**src/rtl/mem_lsu.sv**
```systemverilog
// Memory-access stage: aligns/extends loads, replicates store data, runs a req/ack bus transaction.
// Latency: non-memory ops 0 cycles; memory ops take IDLE + BUS(>=1) + DONE, so 3 cycles minimum.
// Backpressure: stallreq_o holds upstream through IDLE-accept and BUS; a bus timeout aborts the access.
module mem_lsu #(
    parameter int TIMEOUT = 255
) (
    input  logic        clk,
    input  logic        rst,
    input  logic [7:0]  aluop_i,
    input  logic [31:0] mem_addr_i,
    input  logic [31:0] reg2_i,
    input  logic [4:0]  wd_i,
    input  logic        wreg_i,
    input  logic [31:0] wdata_i,
    output logic [4:0]  wd_o,
    output logic        wreg_o,
    output logic [31:0] wdata_o,
    output logic        stallreq_o,
    output logic        misalign_o,
    output logic        bus_err_o,
    output logic        mem_req_o,
    output logic        mem_we_o,
    output logic [31:0] mem_addr_o,
    output logic [3:0]  mem_sel_o,
    output logic [31:0] mem_data_o,
    input  logic [31:0] mem_data_i,
    input  logic        mem_ack_i
);

    localparam logic [7:0] OP_LB  = 8'hE0;
    localparam logic [7:0] OP_LH  = 8'hE1;
    localparam logic [7:0] OP_LW  = 8'hE3;
    localparam logic [7:0] OP_LBU = 8'hE4;
    localparam logic [7:0] OP_LHU = 8'hE5;
    localparam logic [7:0] OP_SB  = 8'hE8;
    localparam logic [7:0] OP_SH  = 8'hE9;
    localparam logic [7:0] OP_SW  = 8'hEB;
    localparam logic [7:0] TO_CNT = 8'(TIMEOUT);

    typedef enum logic [1:0] {SZ_B, SZ_H, SZ_W} size_t;
    typedef enum logic [1:0] {IDLE, BUS, DONE} state_t;

    state_t      state, state_nx;
    size_t       sz;
    logic        is_load, is_store, is_mem, sgn, misal;
    logic [1:0]  off;
    logic [3:0]  sel_d;
    logic [31:0] sdata_d;
    logic [7:0]  cnt, cnt_inc;
    logic        to_hit;
    logic [31:0] rdata_q;
    logic [7:0]  ld_b;
    logic [15:0] ld_h;
    logic [31:0] ldata;

    assign off     = mem_addr_i[1:0];
    assign wd_o    = wd_i;
    assign is_mem  = is_load | is_store;
    assign cnt_inc = cnt + 8'd1;
    assign to_hit  = (cnt_inc == TO_CNT);

    // Decode the op code into direction, access size and signedness.
    always_comb begin
        is_load  = 1'b0;
        is_store = 1'b0;
        sz       = SZ_B;
        sgn      = 1'b0;
        case (aluop_i)
            OP_LB:   begin is_load = 1'b1;  sz = SZ_B; sgn = 1'b1; end
            OP_LH:   begin is_load = 1'b1;  sz = SZ_H; sgn = 1'b1; end
            OP_LW:   begin is_load = 1'b1;  sz = SZ_W; end
            OP_LBU:  begin is_load = 1'b1;  sz = SZ_B; end
            OP_LHU:  begin is_load = 1'b1;  sz = SZ_H; end
            OP_SB:   begin is_store = 1'b1; sz = SZ_B; end
            OP_SH:   begin is_store = 1'b1; sz = SZ_H; end
            OP_SW:   begin is_store = 1'b1; sz = SZ_W; end
            default: ;
        endcase
        misal = ((sz == SZ_H) && off[0]) || ((sz == SZ_W) && (off != 2'b00));
    end

    // Big-endian lane select and store-data replication for the access about to be issued.
    always_comb begin
        sel_d   = 4'b1111;
        sdata_d = reg2_i;
        case (sz)
            SZ_B: begin
                sel_d   = 4'b1000 >> off;
                sdata_d = {4{reg2_i[7:0]}};
            end
            SZ_H: begin
                sel_d   = off[1] ? 4'b0011 : 4'b1100;
                sdata_d = {2{reg2_i[15:0]}};
            end
            default: ;
        endcase
    end

    // Pick the addressed lane out of the latched bus word and extend it.
    always_comb begin
        ld_b  = rdata_q[{~off, 3'b000} +: 8];
        ld_h  = off[1] ? rdata_q[15:0] : rdata_q[31:16];
        ldata = rdata_q;
        case (sz)
            SZ_B:    ldata = sgn ? {{24{ld_b[7]}}, ld_b} : {24'd0, ld_b};
            SZ_H:    ldata = sgn ? {{16{ld_h[15]}}, ld_h} : {16'd0, ld_h};
            default: ;
        endcase
    end

    // State register; reset abandons any transaction in flight.
    always_ff @(posedge clk or negedge rst) begin
        if (!rst) state <= IDLE;
        else      state <= state_nx;
    end

    // Bus-side registers: captured on accept, held through BUS, cleared on ack/timeout.
    always_ff @(posedge clk or negedge rst) begin
        if (!rst) begin
            mem_req_o  <= 1'b0;
            mem_we_o   <= 1'b0;
            mem_sel_o  <= 4'd0;
            mem_addr_o <= 32'd0;
            mem_data_o <= 32'd0;
            bus_err_o  <= 1'b0;
            cnt        <= 8'd0;
            rdata_q    <= 32'd0;
        end else begin
            bus_err_o <= 1'b0;
            case (state)
                IDLE: begin
                    if (is_mem && !misal) begin
                        mem_req_o  <= 1'b1;
                        mem_we_o   <= is_store;
                        mem_sel_o  <= sel_d;
                        mem_addr_o <= {mem_addr_i[31:2], 2'b00};
                        mem_data_o <= sdata_d;
                        cnt        <= 8'd0;
                    end
                end
                BUS: begin
                    if (mem_ack_i) begin
                        rdata_q   <= mem_data_i;
                        mem_req_o <= 1'b0;
                    end else if (to_hit) begin
                        mem_req_o <= 1'b0;
                        bus_err_o <= 1'b1;
                    end else begin
                        cnt <= cnt_inc;
                    end
                end
                default: ;
            endcase
        end
    end

    // Next state and write-back/stall outputs; bus_err_o doubles as the error mark in DONE.
    always_comb begin
        state_nx   = state;
        wreg_o     = 1'b0;
        wdata_o    = 32'd0;
        stallreq_o = 1'b0;
        misalign_o = 1'b0;
        case (state)
            IDLE: begin
                if (!is_mem) begin
                    wreg_o  = wreg_i;
                    wdata_o = wdata_i;
                end else if (misal) begin
                    misalign_o = 1'b1;
                end else begin
                    stallreq_o = 1'b1;
                    state_nx   = BUS;
                end
            end
            BUS: begin
                stallreq_o = 1'b1;
                if (mem_ack_i || to_hit) state_nx = DONE;
            end
            DONE: begin
                state_nx = IDLE;
                if (is_load && !bus_err_o) begin
                    wreg_o  = wreg_i;
                    wdata_o = ldata;
                end
            end
            default: state_nx = IDLE;
        endcase
    end

endmodule

```
**config.mk**
```make
export PLATFORM = sky130hd
export DESIGN_NAME = mem_lsu
export DESIGN_NICKNAME = d
export VERILOG_FILES = /design/src/rtl/mem_lsu.sv
export SDC_FILE = /design/constraint.sdc
export NUM_CORES = 1
export LEC_CHECK = 0
export BUFFER_PORTS_ARGS = -buffer_cell sky130_fd_sc_hd__buf_2
export CAP_MARGIN = 10
export CORE_MARGIN = 1.5
export CORE_UTILIZATION = 50
export DETAILED_ROUTE_END_ITERATION = 8
export GPL_ROUTABILITY_DRIVEN = 0
export PLACE_DENSITY = 0.82
export SETUP_SLACK_MARGIN = 0.05
export SYNTH_ARGS = -nofsm -noshare
export SYNTH_HDL_FRONTEND = slang
export SYNTH_SLANG_ARGS = --single-unit
```
**constraint.sdc**
```tcl
create_clock -name clk -period 4 [get_ports clk]
set_clock_uncertainty 0.15 [all_clocks]
set_input_delay 0.8 -clock clk [delete_from_list [all_inputs] [get_ports clk]]
set_output_delay 0.8 -clock clk [all_outputs]
set_load 0.05 [all_outputs]
```
==> results of run 1 <==
## state kept, by name, summed over array words and instances, names as in the netlist, 2 cells and up
name and cells:
cnt 8, mem_data_o 32, mem_sel_o 4, state 2, mem_addr_o 30, rdata_q 32
## power groups by stage
stage | sequential (mW) | combinational [mW] | clock (mW)
5_1_grt | 2.01 | 3.09 | 1.02
4_1_cts | 1.95 | 2.93 | 0.955
3_3_place_gp | 1.93 | 2.87 | 0
6_report | 1.96 | 2.91 | 0.946
2_1_floorplan | 2.91 | 1.19 | 0
3_5_place_dp | 1.97 | 2.91 | 0
## critical path, cell delays in order
cell and delay, ns:
buf_2 0.26, a21bo_2 0.31, nor3_1 0.34, o21ai_4 0.10
nor3_4 0.12, buf_4 0.23, a221o_1 0.16, buf_2 0.27
## metal layers
layer	vias up	wire length (um)
met5	-	0
met4	0	461
met3	36	1160
met2	254	8160
met1	2628	6690
li1	2550	-
## final cells by class
class                      instances  area [um^2]  share of cell area, %
sequential                       111         2780                   38.0
multi-input combinational        431         2670                   36.5
timing repair buffer             261         1350                   18.5
clock buffer                      11          253                   3.46
tap                              140          175                   2.40
clock inverter                     5         62.6                  0.856
inverter                           5         18.8                  0.257
## per-stage QoR
stage,instances,setup slack [ns]
3_5_place_dp,946,0.258
2_1_floorplan,592,0.0939
5_1_grt,964,0.344
6_report,964,0.458
3_3_place_gp,946,0.369
4_1_cts,962,0.253
## layout by cell type (no fill, tap or decap), types with 3 or more instances in the layout
cell and count:
a21o_1 3, a21oi_1 16, a221o_1 16, a221oi_1 17, a22o_1 8, a31oi_1 10, buf_2 242, buf_4 19
clkbuf_16 9, dfrtp_1 111, inv_1 5, mux2_2 32, mux2i_1 17, nand2_1 171, nand2b_1 3, nand3_1 6
nand4_1 4, nor2_1 34, nor3_1 5, o21ai_0 25, o221ai_1 8, o31ai_1 4, or3_1 3
## path summary, 6_finish.rpt
check	to	cells after the start	slack (ns)
min reg2reg	mem_addr_o[10]	2	0.32
max reg2reg	mem_data_o[18]	6	1.67
min	mem_addr_o[10]	2	0.32
min in group asynchronous	cnt[4]	1	0.34
max in group asynchronous	rdata_q[5]	2	2.45
max	wdata_o[25]	8	0.46
## logic make-up after synthesis
logic type	synth area share, %
compound gates	16.2
buf+inv	4.48
xor+xnor	0.464
flops	49.0
mux	10.2
simple gates	19.2
other cells	0.0661
fa+ha+maj	0.441
## repair_timing
| item | 4_1_cts | 5_1_grt |
|---|---|---|
| buffers inserted | 0 | 2 |
| hold endpoints to repair | 0 | 0 |
| hold buffers | 0 | 0 |
| setup endpoints to repair | 0 | 2 |
==> run_results.csv, run 1 <==
group,metric,value,unit
hold_path,hp-class,"reg -> reg",
timing,tns,0,ns
critical_path,arrival,2.59,ns
cts,cts_made_buffers,9,
pwr,switching_share,49.9,%
critical_path,cp-end-kind,"output pin",
global_route,gr-max-usage-layer,"met2",
global_route,met1_usage,34.0,%
cts,clockBufferDepth,2,
timing,finalCriticalPeriod,3.54,ns
route,drt-wirelength-per-cell,17.1,um
cts,cts_resized,0,
final_layout,post_route_cells_drive_above_1_share,39.4,%
synth,ys.flop_type,"dfrtp_1",
timing,setup_viol,0,
critical_path,cp-startpoint,"aluop_i[0]",
route,routed_via_density,5.67,
die,start_util,51.8,%
final_layout,nets,966,
timing,tightest_slew,0.722,ns
global_route,antenna_found_initial,0,
die,die_w,109,um
pwr,p_seq_share,33.6,%
synth,synth_top_area_cell,"dfrtp_1",
synth,synthArstFlopShare,100,%
synth,synth.most_common_cell,"nand2_1",
synth,synth_seq_area_share,49.0,%
timing,min_period_over_period,88.5,%
route,vias,5468,
die,std_cell_rows,38,
synth,synth_top_area_share,49.0,%
cts,htree_levels,3,
global_route,grt_pass1_vias,5229,
synth,avgSynthCellArea,9.59,um^2
pwr,power.leakage,3.89,nW
route,ant_nets,0,
global_route,grtUsageTotal,27.3,%
final_layout,post-route-util,66.9,%
place,numPortBuffers,243,
global_route,use_met3,5.16,%
synth,synthTopCellsByArea,"dfrtp_1, nand2_1, mux2_2",
timing,max_freq,282,MHz
synth,yosys_warnings,0,
synth,synth.distinct_cells,60,
route,drtIter0Drc,322,
pwr,pwr-share-comb,50.1,%
critical_path,crit_required,3.05,ns
job,drv_cap,0,
pwr,peakVddDrop,0.676,mV
die,dieArea,12000,um^2
route,drc,0,
pwr,p_sw,2.90,mW
final_layout,finalInstanceArea,7310,um^2
pwr,clkPwrFrac,16.3,%
die,core_area,10900,um^2
timing,slew_violations,0,
synth,synth_area,5670,um^2
pwr,p_int,2.91,mW
cts,clock_latency,0.35,ns
global_route,met2_usage,46.1,%
cts,clock_sinks,111,
critical_path,cp_max_fo,16,
global_route,grt_max_degree,66,
cts,cts_root_buffer,"clkbuf_16",
global_route,grt.overflow.total,0,
final_layout,area_growth,29.0,%
place,hpwl,12400,um
synth,syn_inst,591,
critical_path,start_kind,"primary input",
cts,clk_pin_slew_worst_paths,0.07,ns
final_layout,fill_cells,900,
synth,synth_edf_count,0,
synth,synth_seq_cells,111,
route,first_pass_iters,5,
cts,cts_tree,"yes",
pwr,power.total,5.81,mW
timing,finalHoldViolations,0,
critical_path,timing.rr.start,"state[0]",
place,place_area,6980,um^2
timing,holdWs,0.321,ns
die,num_io_pins,256,
die,dieHeight,109,um
synth,ys_top_cells_by_count,"nand2_1, dfrtp_1, nor2_1",
final_layout,diodes,0,
timing,rsz0062_at_grt,"false",
timing,relSlewSlack,51.7,%
pwr,powerDensity,795,nW/um^2
hold_path,min-delay-start,"mem_addr_o[10]",
run_status,outcome,"finished clean",
critical_path,path_class,"in -> out",
global_route,grt_pass1_wl,25200,um
route,wl,16500,um
Note: power is estimated with default switching activity, not from simulation.
==> run 2: changes to the inputs <==
ABC_AREA = 1   (was not set)
PLACE_DENSITY = 0.81   (was 0.82)
==> run_results.csv, run 2 <==
group,metric,value,unit
timing,tns,0,ns
critical_path,cp-startpoint,"aluop_i[6]",
run_status,outcome,"finished with violations",
pwr,p_int,2.25,mW
die,dieHeight,112,um
route,drt-wirelength-per-cell,14.8,um
synth,ys.flop_type,"dfrtp_1",
cts,clockBufferDepth,2,
cts,cts_setup_buffers,0,
timing,slew_violations,0,
route,routed_via_density,5.18,
timing,max_freq,278,MHz
pwr,p_sw,1.81,mW
synth,synth_top_area_cell,"dfrtp_1",
critical_path,cp_slowest_stage_delay,0.50,ns
pwr,power.leakage,4.23,nW
final_layout,fill_cells,1046,
synth,synth_top_area_share,46.5,%
route,ant_nets,0,
pwr,peakVddDrop,0.260,mV
place,place_area,7170,um^2
global_route,grt_pass1_wl,28000,um
global_route,gr-max-usage-layer,"met2",
timing,tightest_slew,1.03,ns
global_route,grt_pass1_vias,5664,
timing,holdWs,0.226,ns
final_layout,final_common_cell,"nand2_1",
critical_path,cp_max_fo,22,
job,drv_cap,0,
global_route,grt_max_degree,85,
final_layout,post_route_cells_drive_above_1_share,29.3,%
route,wl,17400,um
synth,synth_seq_cells,111,
synth,ys_top_cells_by_count,"nand2_1, dfrtp_1, nor2_1",
critical_path,cp_num_buf_inv,4,
route,drtIter0Drc,429,
pwr,pwr-share-comb,38.7,%
route,vias,6082,
cts,htree_levels,3,
cts,holdBufCountCts,0,
cts,cts_root_buffer,"clkbuf_16",
global_route,grtUsageTotal,28.0,%
cts,clk_pin_slew_worst_paths,0.07,ns
critical_path,slowest_stage,"clkinv_1",
die,num_io_pins,256,
final_layout,mostFrequentLayoutCells,"nand2_1, buf_2, dfrtp_1",
final_layout,top_regs,"mem_data_o (32), rdata_q (32), mem_addr_o (30)",
die,dieArea,12600,um^2
critical_path,critPathTopFamily,"buffers and inverters",
critical_path,cp-end-kind,"output pin",
cts,clock_sinks,111,
global_route,use_met3,4.59,%
synth,synth.distinct_cells,33,
synth,synth.most_common_cell,"nand2_1",
synth,synthArstFlopShare,100,%
critical_path,arrival,2.65,ns
timing,finalHoldViolations,0,
timing,rsz0062_at_grt,"false",
final_layout,post-route-util,64.7,%
synth,synth_top_family_by_area,"simple AND/OR/NAND/NOR gates",
die,start_util,51.8,%
final_layout,area_growth,24.9,%
synth,yosys_warnings,0,
global_route,antenna_found_initial,2,
critical_path,path_class,"in -> out",
timing,finalCriticalPeriod,3.60,ns
die,std_cell_rows,39,
timing,setup_viol,0,
cts,cts_resized,0,
die,die_w,112,um
final_layout,nets,1172,
hold_path,hp-class,"in -> async",
synth,synthXorXnorAreaFrac,0,%
pwr,p_seq_share,40.1,%
cts,cts_made_buffers,9,
cts,cts_tree,"yes",
cts,clock_latency,0.34,ns
pwr,clkPwrFrac,21.2,%
synth,avgSynthCellArea,7.40,um^2
global_route,met1_usage,35.2,%
synth,synthSimpleGateAreaFrac,34.2,%
global_route,met2_usage,48.6,%
pwr,switching_share,44.6,%
critical_path,timing.rr.start,"state[0]",
synth,synth_area,5970,um^2
final_layout,finalInstanceArea,7460,um^2
pwr,powerDensity,544,nW/um^2
synth,synth_edf_count,0,
place,hpwl,12900,um
route,drc,16,
place,numPortBuffers,243,
synth,synthTopCellsByArea,"dfrtp_1, nand2_1, nor2_1",
critical_path,crit_required,3.05,ns
synth,synthAdderAreaFrac,0.419,%
route,first_pass_iters,8,
synth,synth_seq_area_share,46.5,%
critical_path,start_kind,"primary input",
die,core_area,11500,um^2
global_route,grt.overflow.total,0,
synth,syn_inst,807,
timing,relSlewSlack,31.4,%
synth,muxShareOfSynthArea,3.02,%
synth,synth_compound_area_share,8.24,%
run_status,violations,"design-rule violations",
timing,min_period_over_period,90.0,%
critical_path,path_cells,"buf_2, nand2_2, nor2_8, nand2_2, buf_4, clkinv_1, a21oi_1, nand2_1, nand2_1, buf_2",
==> run 2: cell families (layout without fill, tap and decap cells) <==
| group | Yosys count | in the layout |
|---|---|---|
| adder cells (fa/ha/maj) | 2 | 2 |
| multiplexers | 16 | 16 |
| buffers and inverters | 91 | 313 |
| AND/OR/NAND/NOR | 496 | 496 |
| other | 1 | 3 |
| AO/OA/AOI/OAI | 90 | 90 |
| flip-flops | 111 | 111 |
==> run 2: worst paths after layout <==
kind / slack, ns / depth (start not counted) / end
min in group clk: 0.32 / 2 / mem_addr_o[7]
min reg2reg: 0.32 / 2 / mem_addr_o[7]
min: 0.23 / 1 / state[1]
max: 0.40 / 10 / wdata_o[17]
max in group asynchronous: 2.72 / 2 / rdata_q[4]
max reg2reg: 1.52 / 6 / rdata_q[20]
==> run 2: power by group through the flow <==
stage	combinational, mW	sequential, mW	clock (mW)
after detailed placement	1.57	1.64	0
after global routing	1.68	1.66	0.924
after floorplan	0.520	2.23	0
final	1.57	1.63	0.858
after CTS	1.58	1.62	0.871
after global placement	1.55	1.63	0
==> run 2: final cells by class <==
| type | count | area (um^2) | area share, % |
|---|---|---|---|
| Antenna cell | 1 | 2.50 | 0.0336 |
| Inverter | 45 | 169 | 2.27 |
| Multi-Input combinational cell | 606 | 2750 | 36.9 |
| Clock buffer | 10 | 229 | 3.07 |
| Tap cell | 143 | 179 | 2.40 |
| Timing Repair Buffer | 252 | 1300 | 17.4 |
| Sequential cell | 111 | 2780 | 37.3 |
| Clock inverter | 6 | 52.6 | 0.705 |
==> run 2: metrics by stage <==
step | instances | total power, mW | setup WS, ns
global route | 1174 | 4.26 | 0.202
CTS | 1173 | 4.07 | 0.421
finish | 1174 | 4.06 | 0.399
floorplan | 808 | 2.75 | 0.342
global placement | 1157 | 3.18 | 0.505
detailed placement | 1157 | 3.22 | 0.422
==> run 2: layer usage <==
layer  vias up  share of wire, %  wire length, um
li1       3007                 -                -
met1      2795                41             7150
met2       241                49             8470
met3        37               6.8             1180
met4         2               3.2              551
met5         -             0.063               11
